`config.mk`:
```
export PLATFORM = sky130hd
export DESIGN_NAME = instr_q_drain
export DESIGN_NICKNAME = d
export VERILOG_FILES = /design/src/rtl/instr_q_drain.sv
export SDC_FILE = /design/constraint.sdc
export NUM_CORES = 1
export LEC_CHECK = 0
export ABC_CLOCK_PERIOD_IN_PS = 2300
export BUFFER_PORTS_ARGS = -buffer_cell sky130_fd_sc_hd__buf_2
export CORE_MARGIN = 5
export CORE_UTILIZATION = 31
export CTS_CLUSTER_SIZE = 14
export DETAILED_ROUTE_END_ITERATION = 16
export GPL_ROUTABILITY_DRIVEN = 0
export HOLD_SLACK_MARGIN = 0.02
export SLEW_MARGIN = 10
export SYNTH_ARGS = -nofsm -noshare
export SYNTH_HDL_FRONTEND = slang
export SYNTH_SLANG_ARGS = --single-unit
export TNS_END_PERCENT = 30
```
`constraint.sdc`:
```
create_clock -name clk -period 2.3 [get_ports clk]
set_input_delay 0.115 -clock clk [delete_from_list [all_inputs] [get_ports clk]]
set_output_delay 0.115 -clock clk [all_outputs]
set_load 0.1 [all_outputs]
```
`src/rtl/instr_q_drain.sv`:
```
// instr_q_drain: pops queue head, issues line requests to memory (flush expands to FLUSH_LINES), returns one completion
module instr_q_drain #(
  parameter int CL_SIZE = 128,
  parameter int FLUSH_LINES = 4
) (
  input  logic               clk,
  input  logic               rst,
  input  logic               q_valid,
  input  logic [31:0]        q_addr,
  input  logic [2:0]         q_operation,
  input  logic               q_is_flush,
  input  logic [1:0]         q_src,
  input  logic [1:0]         q_dest,
  output logic               q_dealloc,
  output logic               mem_req_valid,
  input  logic               mem_req_ready,
  output logic [31:0]        mem_req_addr,
  output logic [2:0]         mem_req_op,
  output logic [1:0]         mem_req_dest,
  input  logic               mem_resp_valid,
  input  logic [CL_SIZE-1:0] mem_resp_data,
  output logic               resp_valid,
  input  logic               resp_ready,
  output logic [1:0]         resp_src,
  output logic [31:0]        resp_addr,
  output logic               resp_is_flush,
  output logic [CL_SIZE-1:0] resp_data,
  output logic               busy
);
  localparam int OFF = $clog2(CL_SIZE / 8);
  localparam int LW = 32 - OFF;
  localparam int KW = FLUSH_LINES > 1 ? $clog2(FLUSH_LINES) : 1;
  localparam logic [KW-1:0] LAST = KW'(FLUSH_LINES - 1);
  typedef enum logic [1:0] {IDLE, REQ, WAIT, RESP} state_t;
  state_t state, state_nx;
  logic [31:0] addr;
  logic [2:0] op;
  logic flush;
  logic [1:0] src, dest;
  logic [KW-1:0] k;
  logic [CL_SIZE-1:0] data;
  logic pop, in_req, in_resp, got_resp;
  always_comb begin
    pop = state == IDLE && q_valid && !rst;
    in_req = state == REQ;
    in_resp = state == RESP;
    got_resp = state == WAIT && mem_resp_valid;
    state_nx = state == IDLE ? (q_valid ? REQ : IDLE) :
               state == REQ  ? (mem_req_ready ? WAIT : REQ) :
               state == WAIT ? (!mem_resp_valid ? WAIT : (flush && k != LAST) ? REQ : RESP) :
               (resp_ready ? IDLE : RESP);
    q_dealloc = pop;
    mem_req_valid = in_req;
    mem_req_addr = in_req ? {addr[31:OFF] + LW'(k), {OFF{1'b0}}} : '0;
    mem_req_op = in_req ? op : '0;
    mem_req_dest = in_req ? dest : '0;
    resp_valid = in_resp;
    resp_src = in_resp ? src : '0;
    resp_addr = in_resp ? addr : '0;
    resp_is_flush = in_resp && flush;
    resp_data = (in_resp && !flush) ? data : '0;
    busy = state != IDLE;
  end
  always_ff @(posedge clk)
    state <= rst ? IDLE : state_nx;
  always_ff @(posedge clk) begin
    if (rst) begin
      addr <= '0;
      op <= '0;
      flush <= 1'b0;
      src <= '0;
      dest <= '0;
      k <= '0;
      data <= '0;
    end else if (pop) begin
      addr <= q_addr;
      op <= q_operation;
      flush <= q_is_flush;
      src <= q_src;
      dest <= q_dest;
      k <= '0;
      data <= '0;
    end else if (got_resp) begin
      if (flush) k <= k + 1'b1;
      else data <= mem_resp_data;
    end
  end
endmodule
```
# Word level (Yosys, flattened, before mapping)
# Cells that the tools add are included.
totals:
  reg_bits: 172
  input_bits: 174
  output_inout_bits: 204
  elab_cells: 42
op_classes:
  n_addsub: 2
  eq_ne: 4
  n_mux: 14
  n_bitwise: 1
  reduce_logical: 13
ops:
  columns: ["op", "count"]
  rows:
  - ["$mux 128", 1]
  - ["$mux 32", 2]
  - ["$add 28x2->28", 1]
  - ["$mux 2", 9]
  - ["$logic_and 1x1->1", 6]
  - ["$eq 2x2->1 const B", 2]
  - ["$reduce_and 2->1", 2]
  - ["$mux 3", 1]
  - ["$add 2x1->2 const B", 1]
  - ["$eq 2x1->1 const B", 1]
  - ["$logic_not 1->1", 2]
  - ["$logic_not 2->1", 1]
  - ["$ne 2x2->1 const B", 1]
  - ["$reduce_bool 2->1", 1]
  - ["$reduce_or 2->1", 1]
  - ["$mux 1", 1]
  - ["$not 1->1", 1]

# Longest topological paths before layout
# Gate-level depths: netlist of run 1.
depth:
  ltp_word: 7
  depth_mapped: 7
  mapped_depth_nobuf: 6

# Least setup slack after synthesis of run 1
# OpenSTA, ideal clock, no wires.
synth_timing:
  path_kind: "register -> output"
  from: "reg k[0]"
  to: "out mem_req_addr[28]"
  arrival_ns: 3.396
  required_time_ns: 2.185
  slack_ns: -1.211
  stages_incl_launch_ff: 7
  path_cell_list: "dfxtp_1 -> ha_1 -> fa_1 -> nand4_1 -> or3_1 -> or4_1 -> a21oi_1"
synth_via:
  elab_chain_len: 2
synth_rtl:
  columns: ["element", "line", "rtl"]
  rows:
  - ["from (decl)", "40", "logic [KW-1:0] k;"]
  - ["from (signal assigned)", "84", "if (flush) k <= k + 1'b1;"]
  - ["$add 28x2->28", "54", "mem_req_addr = in_req ? {addr[31:OFF] + LW'(k), {OFF{1'b0}}} : '0;"]
  - ["$mux 32", "54", null]
  - ["to (decl)", "17", "output logic [31:0] mem_req_addr,"]
# No other way between the ends.

# Worst setup path after layout of run 1
layout_timing:
  from: "reg k[0]"
  to: "out mem_req_addr[30]"
# The elaborated chain is that of the path after synthesis.

==> results.ini, run 1 <==
[status]
status = complete, but fails checks
violations = negative setup slack

[die]
die_y_um = 167
io_pins = 378
core-area_mm2 = 0.0244
die_x_um = 167
initial_core_util = 0.315
die-area_mm2 = 0.0280
num_rows = 57

[run]
drv_cap = 0

[timing]
setup_ws_ps = -384
timing.fmax_mhz = 373
finalHoldViolCount = 0
period_share = 1.17
rsz0062_at_grt = true
finClkSkew_ps = 14.0
drv_slew = 0
setup_viol = 19
relSlewSlack = 0.654
tightest_slew_ps = 523
whs_ps = 43.5
post-route-min-period_ps = 2680

[setup_path]
cp-startpoint = k[0]
worstSetupPathType = flop to primary output
critPathMaxFanout = 5
crit_required_ps = 2180
cp-start-kind = flop
cp_data_arrival_time_ps = 2570
reg2reg_from = state[1]
crit_path_end_kind = primary output

[logic_synthesis]
async_reset_ff_frac = 0
synth.ff_latch_count = 172
avgSynthCellArea_um2 = 7.73
synth_top_family_by_area = simple AND/OR/NAND/NOR gates
dominantRegCellSynth = dfxtp_1
yosysUniqueCellTypes = 42
synthMuxAreaShare = 0.00261
synth_compound_area_frac = 0.157
yosys_warnings = 0
synth_cells = 993
synth_seq_area_share = 0.448
syn_area_mm2 = 0.00768
synth-edff-count = 0
synth_xor_xnor_area_share = 0.0137
synth-simple-area-share = 0.324
synthAdderAreaFrac = 0.00750

[routing]
routed_wl_um = 31600
remaining_drc_errors = 0
drt-pass1-iter-count = 6
ant_nets = 0
vias_per_cell = 4.82
vias = 9002
detailedRoute.firstIterationViolations = 628
wl_per_cell_um = 16.9

[worst_hold_path]
hp-start = mem_req_ready
hp-class = input port to flop

[clocking]
h-tree-depth = 4
clockBufferDepth = 2
cts_tree = done
clkLatencyLatePin_ps = 420
cts_sinks = 172
cts.clk_slew.worst_paths_ps = 70
clockRootBuffer = clkbuf_16
numCtsBuffers = 17

[placed_design]
portBuffers = 373
dp.cells = 1651
hpwl_um = 21200
place_area_mm2 = 0.0126

[final_layout]
layout.nets = 1703
num-fill-cells = 1987
drive_gt1_frac = 0.334
final_cell_mix = 270 x nand2_1, 212 x buf_2, 170 x dlygate4sd3_1
final_common_cell = nand2_1
final_area_mm2 = 0.0152
area_delta_synth_final_pct = 97.4
final_cell_count_no_fill = 1868

[grt]
grt_start_max_net_pins = 100
grt_use_total = 0.215
gr-total-overflow = 0
antenna_found_initial = 5
grt_pass1_vias = 9024
grt_pass1_wl_um = 49000

[power_and_ir_drop]
ir_drop_v = 0.000384
p_per_area_mw_per_mm2 = 479
power_mw = 7.26
leakage_nw = 6.14

-- per-layer routing --
| layer | track usage | vias up | share of wire |
|---|---|---|---|
| met4 | 0.110 | 0 | 0.052 |
| met5 | 0 | - | 0 |
| met2 | 0.374 | 382 | 0.50 |
| met1 | 0.248 | 4165 | 0.38 |
| met3 | 0.0479 | 103 | 0.063 |
| li1 | - | 4352 | - |
-- logic make-up after synthesis --
group / count (synthesis)
fa+ha+maj: 4
other cells: 1
flops: 172
buf+inv: 89
compound gates: 204
mux: 2
xor+xnor: 12
simple gates: 509
-- critical path, stage by stage (launching register included) --
cell,delay [ps]
dfxtp_2,350
ha_4,150
fa_2,200
nand4_1,110
or3_4,420
buf_6,140
or4_4,430
a21oi_4,160
buf_12,190
-- cell type report --
type	count	area (um^2)	share of cell area
tap	324	405	0.0267
clock inverter	14	153	0.0101
sequential	172	3460	0.228
timing repair buffer	591	6460	0.426
clock buffer	18	429	0.0283
multi-input combinational	736	4210	0.278
antenna	6	15.0	0.000990
inverter	7	26.3	0.00173
-- path summary, 6_finish.rpt --
path,end,slack [ps],cells after the start
setup / recovery,mem_req_addr[30],-380,8
hold / removal,state[1],40,3
setup reg to reg,data[37],560,6
hold reg to reg,data[115],450,2
-- cells in the mapped netlist, types with 2 or more instances --
library cell  count  area share
or3_1             5      0.0041
dfxtp_1         172        0.45
o21ai_0           6      0.0039
ha_1              3      0.0049
and3_1           33       0.027
buf_1             5      0.0024
nor3_1            4      0.0026
nand3_1           3      0.0020
xnor2_1           8      0.0091
a21oi_1         146       0.095
a31o_2            2      0.0023
nor4_1            4      0.0033
and2_1          137        0.11
mux2i_1           2      0.0026
nand2b_1          4      0.0033
nand4_1           7      0.0057
inv_1             7      0.0034
xor2_1            4      0.0046
nor2_1           23       0.011
or4_1             7      0.0068
o31ai_1           6      0.0059
a22o_1           40       0.046
and4_1            3      0.0034
nand2_1         271        0.13
clkbuf_1         71       0.035
buf_4             4      0.0039
-- timing repair --
action	4_1_cts	5_1_grt
endpoints found under the hold margin	170	0
hold buffers	170	0
pin swaps	5	3
buffers inserted	6	2
setup endpoints to repair	19	24
resized for setup	22	21
gates cloned	1	0
-- power by group --
part / total, mW / internal, mW / switching, mW
sequential: 3.15 / 3.06 / 0.0891
combinational: 1.22 / 0.543 / 0.680
clock: 2.89 / 1.54 / 1.35
-- flip-flops by register name (all words and copies together), names as in the netlist --
name   flops
state      2
dest       2
op         3
k          2
src        2
addr      32
data     128
flush      1
-- stage by stage --
step	setup slack, ps	setup TNS (ps)	utilization
floorplan	-377	-4310	-
detailed placement	37.2	0	0.518
global route	-466	-5670	0.621
CTS	-405	-4250	0.617
finish	-384	-3850	0.622
global placement	36.1	0	0.518
No activity file was read; power rests on OpenSTA's default activity.
==> inputs of run 2 (changes only) <==
- ABC_CLOCK_PERIOD_IN_PS: 2300 -> unset
- CORE_ASPECT_RATIO: unset -> 0.7
- CTS_CLUSTER_SIZE: 14 -> unset
==> results.ini, run 2 (synthesis results as in run 1) <==
[status]
status = complete, but fails checks
violations = negative setup slack

[die]
die-area_mm2 = 0.0281  ; +0.18%
core-area_mm2 = 0.0245  ; +0.46%
initial_core_util = 0.313  ; -0.00145
die_y_um = 142  ; -15%
num_rows = 48  ; -16%
die_x_um = 198  ; +18%
io_pins = 378  ; unchanged

[power_and_ir_drop]
p_per_area_mw_per_mm2 = 472  ; -1.5%
leakage_nw = 6.20  ; +1.1%
ir_drop_v = 0.000454  ; +18%

[clocking]
cts.clk_slew.worst_paths_ps = 70  ; about the same
h-tree-depth = 4  ; unchanged
clockBufferDepth = 2  ; unchanged
clkLatencyLatePin_ps = 430  ; about the same
clockRootBuffer = clkbuf_16
numCtsBuffers = 17  ; unchanged
cts_sinks = 172  ; unchanged
cts_tree = done

[routing]
routed_wl_um = 32200  ; +2.0%
vias = 9011  ; +0.10%
wl_per_cell_um = 17.2  ; +1.9%
detailedRoute.firstIterationViolations = 445  ; -29%
drt-pass1-iter-count = 4  ; -2
remaining_drc_errors = 0  ; unchanged
ant_nets = 0  ; unchanged
vias_per_cell = 4.82  ; about the same

[timing]
tightest_slew_ps = 542  ; +18.6 ps
period_share = 1.22  ; +0.0513
rsz0062_at_grt = true
setup_viol = 18  ; -1
relSlewSlack = 0.641  ; -0.0123
finalHoldViolCount = 0  ; unchanged
setup_ws_ps = -502  ; -118 ps
finClkSkew_ps = 12.8  ; -1.23 ps
post-route-min-period_ps = 2800  ; +118 ps
whs_ps = 55.5  ; +12.0 ps
final.setup.tns_ps = -5450  ; -1600 ps
drv_slew = 0  ; unchanged
timing.fmax_mhz = 357  ; -4.2%

[final_layout]
layout.nets = 1709  ; +0.35%
regMostFlops = data
largest_reg_flops = 128  ; unchanged
largestRegisters = data (128), addr (32), op (3)
final_common_cell = nand2_1
register_area_mm2 = 0.00345  ; -0.29%
num-fill-cells = 1945  ; -2.1%
drive_gt1_frac = 0.329  ; -0.00411
final_cell_mix = 271 x nand2_1, 208 x buf_2, 173 x buf_12
multiInputGateArea_mm2 = 0.00422  ; +0.27%
area_delta_synth_final_pct = 98.4

[setup_path]
crit_required_ps = 2180  ; about the same
worstSetupPathType = flop to primary output
crit_path_end_kind = primary output
cp_data_arrival_time_ps = 2690  ; +120 ps
cp-start-kind = flop
critPathMaxFanout = 5  ; unchanged

[grt]
antenna_found_initial = 2  ; -3
grt_pass1_vias = 9099  ; +0.83%
grt_use_total = 0.223  ; +0.00755
gr-total-overflow = 0  ; unchanged
grt_start_max_net_pins = 69  ; -31%
grt_pass1_wl_um = 49800  ; +1.7%

[worst_hold_path]
hp-class = input port to flop

[placed_design]
hpwl_um = 21500  ; +1.5%
portBuffers = 373  ; unchanged

[run]
drv_cap = 0  ; unchanged

run 2: metal layers:
layer | wire length, um | track usage | part of all wire
met1 | 13100 | 0.271 | 0.41
met2 | 15400 | 0.370 | 0.48
met3 | 2590 | 0.0750 | 0.080
met4 | 1050 | 0.0764 | 0.033
met5 | 0 | 0 | 0
run 2: worst paths after layout:
kind	from	endpoint	slack, ps	cells after the start
min reg2reg	data[64]	data[64]	450	2
max reg2reg	state[0]	data[51]	450	6
max	addr[4]	mem_req_addr[30]	-500	8
min	mem_req_ready	state[0]	60	4
run 2: metrics by stage:
| step | setup WS (ps) | power, mW | utilization | instances | instance area, um^2 |
|---|---|---|---|---|---|
| 2_1_floorplan | -377 | 3.76 | - | 996 | 7860 |
| 3_3_place_gp | -36.0 | 4.19 | 0.520 | 1661 | 12700 |
| 3_5_place_dp | -78.5 | 4.20 | 0.520 | 1661 | 12700 |
| 4_1_cts | -475 | 7.25 | 0.620 | 1867 | 15200 |
| 5_1_grt | -588 | 7.50 | 0.622 | 1869 | 15200 |
| 6_report | -502 | 7.19 | 0.622 | 1870 | 15200 |
run 2: power by group:
group / total [mW] / internal [mW] / leakage, nW / switching, mW
logic: 1.26 / 0.561 / 4.53 / 0.703
clock network: 2.78 / 1.59 / 0.276 / 1.19
registers: 3.14 / 3.06 / 1.40 / 0.0763
run 2: area by class of cell:
| type | count | area share |
|---|---|---|
| Inverter | 7 | 0.00172 |
| Multi-Input combinational cell | 736 | 0.277 |
| Antenna cell | 3 | 0.000493 |
| Sequential cell | 172 | 0.227 |
| Tap cell | 325 | 0.0267 |
| Clock inverter | 6 | 0.00411 |
| Clock buffer | 24 | 0.0323 |
| Timing Repair Buffer | 597 | 0.431 |
run 2: critical path, stage by stage, from the launching register on:
cell	delay [ps]
dfxtp_2	350
ha_4	140
fa_2	200
nand4_1	180
or3_4	470
buf_6	140
or4_4	420
a21oi_4	160
buf_12	190
run 2: what timing repair did:
item                       CTS  global route
pin swaps                   19             7
hold endpoints to repair   170             0
gates resized for setup     30             8
setup endpoints to repair  143            25
hold buffers               171             0
cloned                       1             0
setup buffers                5             1
